`src/rtl/sram_tp_rd_ctrl.sv`:
```
// Read-side burst controller for the two-port SRAM macro. It issues reads against a
// credit count and streams the returned words through a small buffer on valid/ready.
module sram_tp_rd_ctrl #(
  parameter int ADR_WD    = 6,
  parameter int DAT_WD    = 32,
  parameter int BUF_DEPTH = 4
) (
  input  logic              clk,
  input  logic              rst_n,
  input  logic              cmd_vld,
  output logic              cmd_rdy,
  input  logic [ADR_WD-1:0] cmd_adr,
  input  logic [ADR_WD:0]   cmd_len,
  output logic              rd_ena,
  output logic [ADR_WD-1:0] rd_adr,
  input  logic [DAT_WD-1:0] rd_dat,
  output logic              out_vld,
  input  logic              out_rdy,
  output logic [DAT_WD-1:0] out_dat,
  output logic              out_lst
);

  localparam int PW = $clog2(BUF_DEPTH);
  localparam logic [PW+1:0] DEPTH_V = (PW+2)'(BUF_DEPTH);

  typedef enum logic [1:0] {IDLE, ISSUE, DRAIN} state_t;

  state_t state, state_nxt;

  logic [ADR_WD-1:0] adr_cnt;
  logic [ADR_WD:0]   rem;
  logic              rd_lst;
  logic              p2_vld;
  logic              p2_lst;
  logic [DAT_WD:0]   buf_mem [BUF_DEPTH];
  logic [PW-1:0]     wptr;
  logic [PW-1:0]     rptr;
  logic [PW:0]       buf_cnt;
  logic [PW+1:0]     occ;
  logic              accept;
  logic              issue;
  logic              last_issue;
  logic              push;
  logic              pop;

  assign cmd_rdy = (state == IDLE);
  assign accept  = cmd_vld && cmd_rdy;
  assign out_vld = (buf_cnt != '0);
  assign out_dat = buf_mem[rptr][DAT_WD-1:0];
  assign out_lst = out_vld && buf_mem[rptr][DAT_WD];
  assign pop     = out_vld && out_rdy;
  assign push    = p2_vld;

  // Credit covers buffered words plus both pipeline stages (register + SRAM latency).
  assign occ = {1'b0, buf_cnt} + {{(PW+1){1'b0}}, rd_ena} + {{(PW+1){1'b0}}, p2_vld}
             - {{(PW+1){1'b0}}, pop};
  assign issue      = (state == ISSUE) && (occ < DEPTH_V);
  assign last_issue = issue && (rem == (ADR_WD+1)'(1));

  always_ff @(posedge clk or negedge rst_n) begin
    if (!rst_n) state <= IDLE;
    else        state <= state_nxt;
  end

  always_comb begin
    state_nxt = state;
    unique case (state)
      IDLE:    if (accept && (cmd_len != '0)) state_nxt = ISSUE;
      ISSUE:   if (last_issue) state_nxt = DRAIN;
      DRAIN:   if (pop && out_lst) state_nxt = IDLE;
      default: state_nxt = IDLE;
    endcase
  end

  always_ff @(posedge clk or negedge rst_n) begin
    if (!rst_n) begin
      adr_cnt <= '0;
      rem     <= '0;
      rd_ena  <= 1'b0;
      rd_adr  <= '0;
      rd_lst  <= 1'b0;
      p2_vld  <= 1'b0;
      p2_lst  <= 1'b0;
    end else begin
      if (accept) begin
        adr_cnt <= cmd_adr;
        rem     <= cmd_len;
      end else if (issue) begin
        adr_cnt <= adr_cnt + ADR_WD'(1);
        rem     <= rem - (ADR_WD+1)'(1);
      end
      rd_ena <= issue;
      rd_lst <= last_issue;
      if (issue) rd_adr <= adr_cnt;
      p2_vld <= rd_ena;
      p2_lst <= rd_lst;
    end
  end

  always_ff @(posedge clk or negedge rst_n) begin
    if (!rst_n) begin
      for (int unsigned i = 0; i < BUF_DEPTH; i++) buf_mem[i] <= '0;
      wptr    <= '0;
      rptr    <= '0;
      buf_cnt <= '0;
    end else begin
      if (push) begin
        buf_mem[wptr] <= {p2_lst, rd_dat};
        wptr          <= wptr + PW'(1);
      end
      if (pop) rptr <= rptr + PW'(1);
      unique case ({push, pop})
        2'b10:   buf_cnt <= buf_cnt + (PW+1)'(1);
        2'b01:   buf_cnt <= buf_cnt - (PW+1)'(1);
        default: buf_cnt <= buf_cnt;
      endcase
    end
  end

  a_no_overflow: assert property (@(posedge clk) disable iff (!rst_n)
    !(push && !pop && (buf_cnt == (PW+1)'(BUF_DEPTH))));

endmodule

```
`config.mk`:
```
export PLATFORM = sky130hd
export DESIGN_NAME = sram_tp_rd_ctrl
export DESIGN_NICKNAME = d
export VERILOG_FILES = /design/src/rtl/sram_tp_rd_ctrl.sv
export SDC_FILE = /design/constraint.sdc
export NUM_CORES = 1
export LEC_CHECK = 0
export ABC_AREA = 1
export CAP_MARGIN = 10
export CORE_AREA = 2 2 147 149
export CTS_CLUSTER_SIZE = 40
export DETAILED_ROUTE_END_ITERATION = 6
export DIE_AREA = 0 0 149 151
export GPL_TIMING_DRIVEN = 0
export SLEW_MARGIN = 20
export SYNTH_ARGS = -nofsm -noshare
export SYNTH_HDL_FRONTEND = slang
export SYNTH_SLANG_ARGS = --single-unit
```
`constraint.sdc`:
```
create_clock -name clk -period 6.8 [get_ports clk]
set_input_delay 1.02 -clock clk [delete_from_list [all_inputs] [get_ports clk]]
set_output_delay 1.02 -clock clk [all_outputs]
set_load 0.01 [all_outputs]
```
# --- Yosys cells after proc, flatten, opt, wreduce, memory -nomap -nowiden ---
# Cells that the tools add are included.
word_totals:
  rom_bits: 0
  latchBits: 0
  wordCells: 67
  mem_count: 0
  regBits: 164
  mem_bits_rw: 0
  out_inout_bits: 42
classes:
  div: 0
  n_bitwise: 2
  shift: 0
  n_addsub: 9
  eq_ne: 8
  n_mul: 0
  n_reduce_logical: 14
  n_mux: 15
  magnitude_cmp: 4
ops:
  columns: ["cell", "count"]
  rows:
  - ["bitwise mux 132 bit", 1]
  - ["2-to-1 mux 33 bit", 3]
  - ["binary-select mux 33 bit (select 2 bit)", 1]
  - ["demux 33 bit (select 2 bit)", 1]
  - ["2-to-1 mux 7 bit", 2]
  - ["2-to-1 mux 6 bit", 2]
  - ["logical AND 1 bit", 8]
  - ["== test 7 x 1 -> 1 bit, second input constant", 1]
  - ["nonzero test 7 bit", 1]
  - ["subtractor 7 x 1 -> 7 bit, second input constant", 1]
  - ["adder 6 x 1 -> 6 bit, second input constant", 1]
  - [">= comparator 3 bit, second input constant", 2]
  - ["2-to-1 mux 2 bit", 3]
  - ["inverter 2 -> 3 bit", 2]
  - ["case mux 2 bit (3 select lines)", 1]
  - ["case mux 3 bit (2 select lines)", 1]
  - ["adder 2 x 1 -> 2 bit, second input constant", 2]
  - ["adder 3 x 1 -> 4 bit", 1]
  - ["adder 4 x 1 -> 4 bit", 1]
  - ["== test 2 x 1 -> 1 bit, second input constant", 2]
  - ["== test 2 bit, second input constant", 2]
  - ["less-than comparator 4 x 3 -> 1 bit, second input constant", 1]
  - ["inequality test 2 bit, second input constant", 2]
  - ["nonzero test 2 bit", 2]
  - ["8 further kinds", 8]

# --- Longest topological paths before layout ---
logic_depth:
  depth_word: 8
  ltp_mapped: 18
  mapped_depth_nobuf: 17

# --- Least setup slack after synthesis ---
# Ideal clock, no wire load.
synth_path:
  path_kind: "input to register"
  from: "input out_rdy"
  to: "register adr_cnt[0]"
  required_ns: 6.683
  arrival_time_ns: 2.574
  n_path_buf: 1
  setup_ns: 0.117
  stages: 15
  path_slack_ns: 4.109
  path_cell_list: "nand2_1 inv_1 ha_1 inv_1 ha_1 nand2_1 nand2_1 nand2_1 nand3_1 nand2_1 nor2_2 nand2_4 buf_4 nand3_1 nand2_1"
synth_between:
  elab_chain_len: 5
synth_lines:
  columns: ["item", "line", "rtl"]
  rows:
  - ["start: declaration", "18", "input logic out_rdy,"]
  - ["logical AND 1 bit", "51", "assign pop = out_vld && out_rdy;"]
  - ["via pop", "44", "logic pop;"]
  - ["subtractor 4 x 1 -> 4 bit", "56", "- {{(PW+1){1'b0}}, pop};"]
  - ["less-than comparator 4 x 3 -> 1 bit", "57", "assign issue = (state == ISSUE) && (occ < DEPTH_V);"]
  - ["logical AND 1 bit", "57", null]
  - ["nonzero test 2 bit (no source line)", null, null]
  - ["end signal: assignment", "86", "adr_cnt <= cmd_adr;"]
  - ["end signal: assignment", "89", "adr_cnt <= adr_cnt + ADR_WD'(1);"]
  - ["end: declaration", "30", "logic [ADR_WD-1:0] adr_cnt;"]
# The timed path passes the listed nets, and every way through them passes these cells.
# A chain may end at the register's enable or synchronous reset.

# --- Final worst setup path ---
layout_path:
  from: "register rptr[1]"
  to: "output out_dat[3]"
layout_between:
  elab_chain_len: 4
layout_lines:
  columns: ["item", "line", "rtl"]
  rows:
  - ["start: declaration", "37", "logic [PW-1:0] rptr;"]
  - ["start signal: assignment", "111", "if (pop) rptr <= rptr + PW'(1);"]
  - ["inverter 2 -> 3 bit (not written as such)", "49", "assign out_dat = buf_mem[rptr][DAT_WD-1:0];"]
  - ["binary-select mux 33 bit (select 2 bit)", "49", null]
  - ["2-to-1 mux 33 bit (2 in series)", null, null]
  - ["end: declaration", "19", "output logic [DAT_WD-1:0] out_dat,"]
# No other way between the ends. The select of a mux whose other input is x is not followed.

==> flow_summary.yaml <==
setup_path:
  worstPathArrival_ns: 2.58
  worst-setup-path-type: "reg -> out"
  worstPathCellList: "inv_1, clkbuf_1, o21ai_0, o22ai_1, clkdlybuf4s50_1"
  cpLargestDelayFamily: "buffers and inverters"
  crit_start: "rptr[1]"
  worstPathMaxFanout: 10
  timing.rr.start: "buf_cnt[1]"
  setup.worst_path.start_class: "register"
  cpMaxStageDelayCell: "clkdlybuf4s50_1"
  crit_buf_inv: 3
  critPathCaptureType: "primary output"
  cpPeakStageDelay_ns: 0.61
  cp_data_required_time_ns: 5.78
route:
  dr.pass1.iters: 4
  wl_per_cell_um: 15.6
  via_per_inst: 4.97
  totalWireLength_mm: 20.0
  drt-initial-drc-count: 393
  vias: 6353
  drc: 0
  ant_nets: 0
hold_path:
  min-delay-start: "rd_lst"
  min_path_type: "reg -> reg"
placed_design:
  routabilityCongestion: 0.791
  portBuffers: 90
  dpl.cell_count: 1247
  detailed_place_hpwl_mm: 13.1
power_and_ir_drop:
  ir_drop_uv: 188
  leakage_nw: 4.41
  p_per_area_nw_per_um2: 531
clocking:
  clockBufferDepth: 2
  clk_latency_ns: 0.43
  htreeDepth: 4
  clkSinkCount: 164
  cts-resized-gates: 0
  cts_made_buffers: 17
  ctsHoldBuffers: 0
  cts-root-buf: "clkbuf_16"
  cts_setup_buffers: 0
  path_clk_slew_ns: 0.06
  cts_tree: "yes"
yosys:
  yosys_warnings: 0
  synth_nets: 942
  synth_top_area_share_pct: 55.2
  ys_seq_area_share_pct: 55.2
  yosysTopAreaCell: "dfrtp_1"
  ys_seq_elements: 164
  netlist_instances: 881
  netlist_top_cells_area: "dfrtp_1 55%, o21ai_0 14%, nand2_1 11%"
  yosysUniqueCellTypes: 28
  syn_avg_cell_area_um2: 8.44
  synthesis.area_um2: 7430
floorplan:
  ios: 91
  dieWidth_um: 149
  die_y_um: 151
  initial_core_util_pct: 35.7
  dieArea_um2: 22500
  core_um2: 20800
  rows: 53
run_status:
  status: "finished, final reports clean"
cells_and_area:
  fin_util_pct: 44.8
  layout-drive-gt1-share_pct: 7.17
  layout_commonest_cell: "nand2_1"
  fillers: 2121
  final_cell_mix: "215 x nand2_1, 209 x o21ai_0, 164 x dfrtp_1"
  seqCellArea_um2: 4100
  finalNonFillerCells: 1279
  multi_input_area_um2: 2830
  area.growth.synth_to_final_pct: 25.6
  fin_nets: 1052
  antenna_cells: 0
sta:
  fin_crit_ns: 3.60
  grt_setup_unrepaired: "no"
  finalCritPeriodShare_pct: 52.9
  finalHoldViolCount: 0
  whs_ns: 0.348
  relSlewSlack_pct: 55.3
  slew_violations: 0
  fin_skew_ns: 0.0111
  worst-slew-pin-transition_ns: 0.670
  fmax_mhz: 278
  setup_viol: 0
grt:
  grt_max_degree: 86
  track_usage_pct: 18.6
  grt.overflow.total: 0
  antenna_found_initial: 0
  grt_pass1_wl_mm: 32.7
  grt_pass1_vias: 6210
run:
  drv_cap: 0
-- flip-flops by register name, indices dropped and copies added (netlist names) --
| register | cells |
|---|---|
| adr_cnt | 6 |
| buf_cnt | 3 |
| buf_mem | 132 |
| p2_lst | 1 |
| p2_vld | 1 |
| rd_adr | 6 |
| rd_ena | 1 |
| rd_lst | 1 |
| rem | 7 |
| rptr | 2 |
| state | 2 |
| wptr | 2 |
-- Yosys cell counts --
library cell and count:
a21oi_1 3, a31oi_1 1, buf_1 1, buf_2 26
buf_4 2, buf_6 2, clkbuf_1 24, dfrtp_1 164
fa_1 1, ha_1 11, inv_1 60, inv_2 2
nand2_1 215, nand2_2 2, nand2_4 2, nand3_1 30
nand4_1 1, nor2_1 75, nor2_2 2, nor3_1 1
o211ai_1 1, o21ai_0 209, o21ai_1 4, o22ai_1 32
o31ai_1 1, or2_2 1, xnor2_1 2, xor2_1 6
-- cell type report --
| class | instances | share of cell area [%] |
|---|---|---|
| sequential | 164 | 44.0 |
| multi-input combinational | 600 | 30.3 |
| timing repair buffer | 91 | 10.0 |
| clock buffer | 22 | 5.19 |
| tap | 275 | 3.68 |
| buffer | 55 | 2.80 |
| inverter | 62 | 2.49 |
| clock inverter | 10 | 1.54 |
-- stage by stage --
stage	power, mW	setup slack, ns	instance area, um^2	setup TNS (ns)
3_5_place_dp	3.96	3.42	8710	0
4_1_cts	5.00	3.25	9340	0
2_1_floorplan	3.05	4.11	7430	0
3_3_place_gp	3.92	-2.36	8680	-384.55
5_1_grt	5.39	3.06	9340	0
6_report	4.96	3.20	9340	0
-- path summary, 6_finish.rpt --
| path | to | slack [ns] | depth (start not counted) |
|---|---|---|---|
| worst max-delay path | out_dat[3] | 3.20 | 5 |
| max in group asynchronous | buf_cnt[2] | 5.39 | 2 |
| worst max register to register | adr_cnt[1] | 4.22 | 17 |
| min in group asynchronous | buf_mem[106] | 0.57 | 1 |
| worst min register to register | p2_lst | 0.35 | 0 |
| worst min-delay path | p2_lst | 0.35 | 0 |
-- routing by layer --
layer / wire length [um] / track usage, % / up-vias
met5: 0 / 0 / -
met3: 961 / 3.77 / 21
met2: 9370 / 29.9 / 157
met1: 9410 / 26.0 / 3060
li1: - / - / 3115
met4: 227 / 4.57 / 0
-- where the power goes --
group | total [mW] | switching (mW) | internal (mW)
clock network | 1.03 | 0.405 | 0.621
logic | 2.22 | 1.26 | 0.962
registers | 1.71 | 0.262 | 1.45
-- kinds of logic after synthesis --
logic type | count (synthesis) | share of synthesized area, %
compound gates | 251 | 17.5
xor+xnor | 8 | 0.943
fa+ha+maj | 12 | 2.12
flops | 164 | 55.2
buf+inv | 117 | 6.65
simple gates | 329 | 17.5
Power figures use the tool's default switching activity.
